--- src/rtl/vec_mem_sequencer.sv ---
// Moves 256-bit vectors between the vector register file (v16-v23) and 32-bit data memory,
// one memory beat per lane, with a single register-file read (store) or write pulse (load).
module vec_mem_sequencer #(
   parameter int LANES  = 8,
   parameter int LANE_W = 32,
   parameter int STRIDE = 4,
   parameter int VBASE  = 16
) (
   input  logic                    clk_i,
   input  logic                    rst_ni,
   input  logic                    start_i,
   input  logic                    is_store_i,
   input  logic [4:0]              vreg_i,
   input  logic [31:0]             base_addr_i,
   output logic                    busy_o,
   output logic                    done_o,
   output logic                    err_o,
   output logic [4:0]              vra_o,
   input  logic [LANES*LANE_W-1:0] vrd_i,
   output logic                    vwe_o,
   output logic [4:0]              vwa_o,
   output logic [LANES*LANE_W-1:0] vwd_o,
   output logic                    mem_req_o,
   output logic                    mem_we_o,
   output logic [31:0]             mem_addr_o,
   output logic [LANE_W-1:0]       mem_wd_o,
   input  logic                    mem_ack_i,
   input  logic [LANE_W-1:0]       mem_rd_i
);

   localparam int BEAT_W = $clog2(LANES);
   localparam int VEC_W  = LANES * LANE_W;

   typedef enum logic [2:0] {IDLE, READ, XFER, WB, DONE} state_e;

   state_e            state_q;
   logic              isStore_q;
   logic [4:0]        vreg_q;
   logic [31:0]       base_q;
   logic [BEAT_W-1:0] beat_q;
   logic [BEAT_W-1:0] beat_d;
   logic [VEC_W-1:0]  buffer_q;
   logic              busy_q;
   logic              done_q;
   logic              err_q;
   logic              vwe_q;
   logic              memReq_q;
   logic              memWe_q;
   logic              reqLegal;
   logic              lastBeat;

   assign beat_d   = beat_q + BEAT_W'(1);
   assign lastBeat = (beat_q == BEAT_W'(LANES - 1));
   assign reqLegal = (vreg_i >= 5'(VBASE)) && (vreg_i <= 5'(VBASE + LANES - 1))
                     && (base_addr_i[1:0] == 2'b00);

   // Address and store data follow the latched base, beat counter and buffer, so they
   // stay frozen for as long as the memory withholds its acknowledge.
   assign mem_addr_o = base_q + 32'(STRIDE) * 32'(beat_q);
   assign mem_wd_o   = buffer_q[LANE_W*beat_q +: LANE_W];
   assign vra_o      = vreg_q;
   assign vwa_o      = vreg_q;
   assign vwd_o      = buffer_q;
   assign busy_o     = busy_q;
   assign done_o     = done_q;
   assign err_o      = err_q;
   assign vwe_o      = vwe_q;
   assign mem_req_o  = memReq_q;
   assign mem_we_o   = memWe_q;

   always_ff @(posedge clk_i or negedge rst_ni) begin
      if (!rst_ni) begin
         state_q   <= IDLE;
         isStore_q <= 1'b0;
         vreg_q    <= '0;
         base_q    <= '0;
         beat_q    <= '0;
         buffer_q  <= '0;
         busy_q    <= 1'b0;
         done_q    <= 1'b0;
         err_q     <= 1'b0;
         vwe_q     <= 1'b0;
         memReq_q  <= 1'b0;
         memWe_q   <= 1'b0;
      end else begin
         done_q <= 1'b0;
         err_q  <= 1'b0;
         vwe_q  <= 1'b0;
         case (state_q)
            IDLE: begin
               if (start_i) begin
                  isStore_q <= is_store_i;
                  vreg_q    <= vreg_i;
                  base_q    <= base_addr_i;
                  beat_q    <= '0;
                  if (!reqLegal) begin
                     err_q <= 1'b1;
                  end else if (is_store_i) begin
                     state_q <= READ;
                     busy_q  <= 1'b1;
                  end else begin
                     state_q  <= XFER;
                     busy_q   <= 1'b1;
                     memReq_q <= 1'b1;
                     memWe_q  <= 1'b0;
                  end
               end
            end
            READ: begin
               buffer_q <= vrd_i;
               state_q  <= XFER;
               memReq_q <= 1'b1;
               memWe_q  <= 1'b1;
            end
            XFER: begin
               if (mem_ack_i) begin
                  if (!isStore_q) begin
                     buffer_q[LANE_W*beat_q +: LANE_W] <= mem_rd_i;
                  end
                  beat_q <= beat_d;
                  if (lastBeat) begin
                     memReq_q <= 1'b0;
                     memWe_q  <= 1'b0;
                     if (isStore_q) begin
                        state_q <= DONE;
                        done_q  <= 1'b1;
                     end else begin
                        state_q <= WB;
                        vwe_q   <= 1'b1;
                     end
                  end
               end
            end
            WB: begin
               state_q <= DONE;
               done_q  <= 1'b1;
            end
            DONE: begin
               state_q <= IDLE;
               busy_q  <= 1'b0;
            end
            default: begin
               state_q  <= IDLE;
               busy_q   <= 1'b0;
               memReq_q <= 1'b0;
               memWe_q  <= 1'b0;
            end
         endcase
      end
   end

endmodule

--- config.mk ---
export PLATFORM = sky130hd
export DESIGN_NAME = vec_mem_sequencer
export DESIGN_NICKNAME = d
export VERILOG_FILES = /design/src/rtl/vec_mem_sequencer.sv
export SDC_FILE = /design/constraint.sdc
export NUM_CORES = 1
export LEC_CHECK = 0
export ABC_CLOCK_PERIOD_IN_PS = 8300
export BUFFER_PORTS_ARGS = -buffer_cell sky130_fd_sc_hd__buf_4
export CAP_MARGIN = 20
export CORE_AREA = 2 2 255 257
export CTS_CLUSTER_DIAMETER = 40
export DETAILED_ROUTE_END_ITERATION = 10
export DIE_AREA = 0 0 257 259
export GPL_ROUTABILITY_DRIVEN = 0
export PLACE_DENSITY_LB_ADDON = 0.08
export SYNTH_ARGS = -nofsm -noshare
export SYNTH_HDL_FRONTEND = slang
export SYNTH_SLANG_ARGS = --single-unit
export TNS_END_PERCENT = 20
--- constraint.sdc ---
create_clock -name clk_i -period 8.3 [get_ports clk_i]
set_input_delay 0.83 -clock clk_i [delete_from_list [all_inputs] [get_ports clk_i]]
set_output_delay 0.83 -clock clk_i [all_outputs]
set_load 0.005 [all_outputs]
==> out/results.tsv, run 1 <==
stage	metric	value	unit
grt	number of antenna violations at the first check in global routing	15	
timing	period utilization	61.1	%
setup_path	Worst R2R Path Depth	7	
drt	TritonRoute pass-1 iters	5	
cts	TritonCTS clock tree	built	
drt	via/cell ratio	5.39	
grt	vias in the first global route	16300	
setup_path	crit path kind	reg -> out	
drt	drt drc	0	
timing	RSZ-0062 raised after global routing	false	
setup_path	Reg-to-Reg End	vwd_o[200]	
setup_path	Worst EP arrival	4.24	ns
floorplanning	initial core utilization	25.9	%
timing	setup TNS	0	ns
timing	clk_skew	0.0203	ns
setup_path	CP cell instances	buf_4, ha_1, inv_1, fa_1, nor2b_1, o2111ai_1, or3_1, xnor2_1, buf_4	
setup_path	Max stage delay cell, worst path	dfrtp_4	
cts	Clock H-tree levels	3	
job	max cap viols	0	
setup_path	CP Capture Type	output pin	
timing	slew margin rel.	19.7	%
synthesis	Post-Syn Instances	1443	
floorplanning	Die W	257	um
drt	antenna-violating nets left	0	
cts	clock-pin transition on the worst setup and hold timing paths	0.05	ns
synthesis	ys async rst share	100	%
setup_path	flop2flop setup slack	4.22	ns
cts	setup bufs post-CTS	0	
place	post-DP HPWL	59400	um
layout	nets	2376	
drt	WL met3	6940	um
timing	Slew Limit Fails	0	
floorplanning	I/O Pins	666	
timing	Worst-Margin Slew	1.20	ns
grt	GRT Total Usage	25.3	%
timing	fmax	197	MHz
floorplanning	full die area	0.0666	mm2
drt	Routed WL	86600	um
cts	clock root cell	clkbuf_16	
synthesis	post-synthesis net count	1783	
run_status	status	completed	
timing	Final min period	5.07	ns
setup_path	worst setup path start	beat_q[0]	
setup_path	critical path's most frequent cell	buf_4	
synthesis	Avg Synthesized Cell Area	11.5	um2
layout	share of layout cells above drive strength 1	49.9	%
grt	largest net degree at the start of global routing	177	
power	Lkg Pwr	11.1	nW
synthesis	Post-synth top flop	dfrtp_1	
setup_path	CP Buf/Inv Count	3	
cts	post-CTS sizing	0	
cts	CTS Hold Buffers Added	0	
place	I/O Buffers	665	
layout	Syn-to-layout area delta	51.0	%
power	IR drop worst, VDD	0.280	mV
place	area of placed instances	0.0223	mm2
synthesis	Seq/Total Area, Yosys	46.3	%
grt	grt ovf	0	
grt	first-pass GRT wire length	123000	um
floorplanning	Die Ht	259	um
synthesis	Netlist Area Pre-Place	0.0165	mm2
setup_path	Levels on crit path	9	
setup_path	R2R Path Start	beat_q[0]	
setup_path	largest stage delay on the critical path	0.96	ns
layout	Util after Layout	39.1	%
hold_path	worst min-delay path class	in -> async	
drt	WL/cell	29.2	um
floorplanning	core area	0.0639	mm2
timing	final worst setup slack	3.23	ns
setup_path	CP required	7.47	ns
drt	total number of vias	16000	
cts	clock buffer depth	3	
synthesis	Cell variety after synth	56	
synthesis	number of synthesized flops with an enable pin	0	
setup_path	Worst Setup EP	mem_addr_o[16]	
timing	Final Hold Fails	0	
drt	top sig layer	met5	
power	power per cell area	439	mW/mm2
cts	Worst-Skew Late Latency	0.60	ns
drt	met2 WL	41500	um
synthesis	yosys warns	0	
timing	final setup fails	0	
floorplanning	FP Rows	93	
setup_path	delay-heaviest family, CP	buffers and inverters	
drt	Metal-1 WL	35800	um
synthesis	Seq cells post-synth	306	
cts	Num CTS Buffers	74	
layout	Final Cell Area	0.0250	mm2
place	dpl ws	3.71	ns
drt	iteration-0 DRC count of the detailed router	1148	
cts	clk sink count	306	
setup_path	CP max FO	43	
setup_path	crit start category	register	
## placed cells by master (no fill, tap or decap), drive strengths merged, types with 10 or more instances in the layout
cell	netlist	final
buf	85	697
dfrtp	306	306
mux2	128	128
nand2	111	111
clkbuf	95	101
nor2	75	75
a22oi	72	72
a21oi	71	71
o2bb2ai	67	67
mux4	64	64
a32oi	60	60
a32o	58	58
a22o	36	36
o22ai	33	33
a2bb2oi	32	32
xnor2	25	25
inv	13	15
clkinv	0	15
nand4	13	13
nor3	13	13
bufinv	0	11
and3	10	10
nand3	10	10
o21ai	10	10
## worst register-to-register path, stage by stage (launching register included)
cell and delay [ns]:
dfrtp_4 0.96, inv_1 0.19, ha_1 0.69, inv_1 0.27, nor4_2 0.98, buf_4 0.52
a32o_1 0.27, mux2_2 0.15
## how the worst min path moves through the flow
| stage | from | end |
|---|---|---|
| floorplan | isStore_q | vwe_o |
| global placement | vwd_o[112] | vwd_o[112] |
| detailed placement | base_q[1] | base_q[1] |
| CTS | rst_ni | vwd_o[8] |
| global route | rst_ni | vwd_o[8] |
| finish | rst_ni | vwd_o[8] |
## cell families (layout without fill, tap and decap cells)
logic type,after synthesis,after routing,share of synthesized area [%]
xor+xnor,28,28,1.48
other cells,0,9,0
fa+ha+maj,10,10,0.802
buf+inv,193,847,5.09
mux,192,192,17.4
simple gates,256,256,7.10
compound gates,458,458,21.8
flops,306,306,46.3
## metal layers
metal  GRT usage (%)  vias to the layer above
li1                -                     6859
met1            32.4                     8257
met2            41.0                      715
met3            7.54                      131
met4            7.99                       10
met5               0                        -
## flip-flops by register name, indices dropped and copies added, names as in the netlist
register and flops:
base_q 32, beat_q 3, busy_o 1, done_o 1
err_o 1, isStore_q 1, mem_req_o 1, mem_we_o 1
state_q 3, vra_o 5, vwd_o 256, vwe_o 1
## area by class of cell
type / instances / area, um2
Antenna cell: 9 / 22.5
Clock buffer: 101 / 2170
Clock inverter: 36 / 524
Fill cell: 6332 / 38900
Inverter: 13 / 48.8
Multi-Input combinational cell: 944 / 8220
Sequential cell: 306 / 7670
Tap cell: 855 / 1070
Timing Repair Buffer: 697 / 5260
## cell usage after synthesis (9+ instances only)
cell | instances | area share (%)
o22ai_1 | 33 | 1.2
nor3_1 | 10 | 0.30
a2bb2oi_1 | 32 | 1.7
o2bb2ai_1 | 67 | 3.5
buf_2 | 61 | 1.8
nor2_1 | 75 | 1.7
nand3_1 | 10 | 0.30
and3_1 | 10 | 0.38
mux2_2 | 128 | 8.7
buf_1 | 13 | 0.29
nand4_1 | 13 | 0.49
a32oi_1 | 60 | 3.2
a21oi_1 | 71 | 2.1
inv_1 | 13 | 0.29
a32o_1 | 58 | 3.5
ha_1 | 9 | 0.68
a22oi_1 | 72 | 3.3
xnor2_1 | 25 | 1.3
buf_4 | 11 | 0.50
mux4_2 | 64 | 8.7
a22o_1 | 36 | 1.9
nand2_1 | 111 | 2.5
dfrtp_1 | 306 | 46
clkbuf_1 | 95 | 2.2
## metrics by stage
stage / hold WS, ns / power [mW] / std cells
CTS: 0.268 / 11.1 / 2952
detailed placement: 0.499 / 7.87 / 2815
floorplan: 0.480 / 5.20 / 1443
global placement: 0.496 / 7.83 / 2814
global route: 0.271 / 11.6 / 2960
finish: 0.220 / 11.0 / 2961
## power by group
group / internal (mW) / total, mW / switching [mW]
Sequential: 2.20 / 2.98 / 0.783
Combinational: 2.53 / 4.85 / 2.32
Clock: 2.17 / 3.13 / 0.963
No activity file was read; power rests on OpenSTA's default activity.
==> run 2, diff against run 1 <==
- ABC_AREA: not set -> 1
- ABC_CLOCK_PERIOD_IN_PS: 8300 -> 4100
- CORE_AREA: 2 2 255 257 -> 2 2 259 261
- DIE_AREA: 0 0 257 259 -> 0 0 261 263
- clock period: 8.3 -> 4.1 ns (I/O delays scaled with it)
==> run 2 against run 1 <==
Global-route usage grew 4.6 points. Hold slack got worse by 0.16 ns. Critical path type unchanged. Final cell count is 49% higher. Worst setup slack got worse by 2.9 ns. Area after synthesis up 13%. Clock power up 85%. Sequential share of layout area decreased by 2.3 points. First-iteration DRC count up 68%. Flip-flop and latch count did not move. Register-to-register slack worse by 3.6 ns. Combinational power increased by 140%. Highest routed layer unchanged.
==> out/results.tsv, run 2 <==
stage	metric	value	unit	change
layout	max reg flops	256		unchanged
layout	Final Cell Area	0.0270	mm2	+7.9%
grt	GRT Total Usage	29.9	%	+4.6 points
synthesis	Seq/Total Area, Yosys	40.9	%	-5.4 points
layout	share of layout cells above drive strength 1	24.8	%	-25 points
synthesis	ys async rst share	100	%	unchanged
drt	total number of vias	22700		+42%
floorplanning	initial core utilization	28.6	%	+2.7 points
floorplanning	Die Ht	263	um	+1.5%
place	I/O Buffers	665		unchanged
floorplanning	core area	0.0656	mm2	+2.7%
grt	number of antenna violations at the first check in global routing	12		-3
power	Lkg Pwr	14.3	nW	+29%
synthesis	number of synthesized flops with an enable pin	0		unchanged
synthesis	Post-Syn Instances	2916		+100%
run_status	status	completed		
setup_path	Levels on crit path	9		unchanged
synthesis	Netlist Area Pre-Place	0.0187	mm2	+13%
setup_path	flop2flop setup slack	0.66	ns	-3.56 ns
cts	clk sink count	306		unchanged
setup_path	CP Buf/Inv Count	2		-1
setup_path	Worst R2R Path Depth	10		+3
setup_path	Worst EP arrival	3.31	ns	-0.93 ns
setup_path	CP max FO	67		+56%
timing	RSZ-0062 raised after global routing	false		
timing	WHS	0.0574	ns	-0.162 ns
grt	first-pass GRT wire length	152000	um	+23%
hold_path	Hold Path Depth	2		
timing	fmax	269	MHz	
synthesis	Post-synth top cells	1453 x nand2_1, 306 x dfrtp_1, 300 x o21ai_0		
cts	clock-pin transition on the worst setup and hold timing paths	0.04	ns	about the same
synthesis	most common cell in the netlist	nand2_1		
setup_path	crit path kind	reg -> out		
job	max cap viols	0		unchanged
layout	Syn-to-layout area delta	43.8	%	
synthesis	Post-synth top flop	dfrtp_1		
setup_path	critical path's most frequent cell	nor2_1		
synthesis	largest cells by area after synthesis	dfrtp_1 41%, nand2_1 29%, o21ai_0 8.0%		
setup_path	delay-heaviest family, CP	simple AND/OR/NAND/NOR gates		
synthesis	yosys warns	0		unchanged
synthesis	Seq cells post-synth	306		unchanged
hold_path	worst min-delay path class	in -> reg		
layout	most frequent cells in the layout	1449 x nand2_1, 707 x buf_4, 303 x dfrtp_1		
drt	via/cell ratio	5.13		-4.9%
grt	largest net degree at the start of global routing	185		+4.5%
cts	TritonCTS clock tree	built		
layout	most common cell after layout, fill and taps aside	nand2_1		
timing	final setup fails	0		unchanged
drt	antenna-violating nets left	0		unchanged
power	IR drop worst, VDD	0.517	mV	+84%
setup_path	crit start category	register		
grt	grt ovf	0		unchanged
timing	Slew Limit Fails	0		unchanged
timing	Final min period	3.72	ns	
setup_path	CP Capture Type	output pin		
place	area of placed instances	0.0245	mm2	+10%
setup_path	largest stage delay on the critical path	0.71	ns	-0.25 ns
timing	setup TNS	0	ns	unchanged
synthesis	Avg Synthesized Cell Area	6.43	um2	-44%
layout	fin cells	4424		+49%
place	Inst Count DP	4297		+53%
floorplanning	full die area	0.0686	mm2	+3.1%
timing	Worst-Margin Slew	1.07	ns	-0.131 ns
cts	Num CTS Buffers	70		-5.4%
synthesis	Synth top area share	40.9	%	-5.4 points
drt	drt drc	0		unchanged
timing	Final Hold Fails	0		unchanged
cts	Clock H-tree levels	3		unchanged
cts	clock buffer depth	3		unchanged
setup_path	CP required	3.69	ns	-3.78 ns
setup_path	Max stage delay cell, worst path	buf_4		
drt	iteration-0 DRC count of the detailed router	1926		+68%
drt	TritonRoute pass-1 iters	8		+3
floorplanning	FP Rows	94		+1.1%
synthesis	Cell variety after synth	32		-43%
timing	slew margin rel.	28.2	%	+8.5 points
synthesis	post-synthesis net count	3256		+83%
power	power per cell area	864	mW/mm2	+97%
cts	clock root cell	clkbuf_16		
setup_path	CP cell instances	buf_4, ha_1, nand2_1, nor2_1, nor2_1, nor2_1, nand2_1, xor2_1, buf_4		
place	post-DP HPWL	75300	um	+27%
layout	nets	3846		+62%
timing	period utilization	90.7	%	
layout	fill cell count	7084		+12%
floorplanning	Die W	261	um	+1.6%
grt	vias in the first global route	22600		+39%
drt	Routed WL	106000	um	+22%
timing	clk_skew	0.0301	ns	+0.00984 ns
synthesis	leading area contributor after synthesis	dfrtp_1		
drt	WL/cell	23.9	um	-18%
floorplanning	I/O Pins	666		unchanged
cts	setup bufs post-CTS	0		unchanged
cts	Worst-Skew Late Latency	0.61	ns	about the same
[run 2: worst reg2reg max path: stages (launching register included)]
cell and delay, ns:
dfrtp_2 0.36, clkinv_2 0.38, ha_1 0.74, inv_2 0.32
nand3_1 0.25, nor2_4 0.04, nor2_1 0.20, inv_1 0.09
nand2_2 0.76, nand2_1 0.14, nand2_1 0.10
[run 2: final cells by class]
type	count	area, um2	share of cell area [%]
inverters	67	255	0.947
clock buffers	87	1950	7.24
multi-input cells	2341	10000	37.1
diodes	6	15.0	0.0557
clock inverters	33	435	1.62
repair buffers	720	5550	20.6
well taps	864	1080	4.01
flip-flops and latches	306	7660	28.4
[run 2: through the flow]
| step | total power [mW] | setup slack, ns | utilization (%) |
|---|---|---|---|
| global placement | 17.4 | 0.787 | 37.4 |
| CTS | 23.3 | 0.280 | 41.0 |
| detailed placement | 17.5 | 0.703 | 37.4 |
| finish | 23.3 | 0.380 | 41.1 |
| global route | 24.7 | 0.199 | 41.1 |
| floorplan | 11.3 | 1.51 | - |
[run 2: cells by family after synthesis]
logic type               count (synthesis)  share of synthesized area [%]
XOR/XNOR                                15                          0.701
flip-flops                             306                           40.9
AO/OA/AOI/OAI                          409                           11.4
buffers and inverters                  269                           6.30
adder cells (fa/ha/maj)                 10                          0.708
AND/OR/NAND/NOR                       1907                           40.0
[run 2: repair_timing]
item / in CTS / in global routing
hold buffers: 1 / 0
endpoints found under the setup margin: 0 / 1
resized for setup: 0 / 1
endpoints found under the hold margin: 96 / 0
[run 2: final timing paths]
kind / start / to
worst max-delay path: beat_q[1] / mem_addr_o[19]
worst min-delay path: vreg_i[4] / err_o
worst max register to register: beat_q[1] / vwd_o[5]
worst min register to register: base_q[0] / base_q[0]
max in group asynchronous: rst_ni / vwd_o[101]
min in group asynchronous: rst_ni / base_q[0]
[run 2: power breakdown]
group          leakage (nW)  total (mW)  switching, mW  internal [mW]
Clock                  1.16        5.78           1.87           3.91
Sequential             3.92        5.71           1.45           4.26
Combinational          9.19        11.8           7.54           4.24
Total                  14.3        23.3           10.9           12.4
[run 2: layer usage]
metal,vias to the layer above,share of wire (%),global-route usage (%)
li1,10500,-,-
met1,10900,41,38.1
met2,1117,48,49.4
met3,225,7.5,5.53
met4,8,4.1,12.7
met5,-,0.044,0
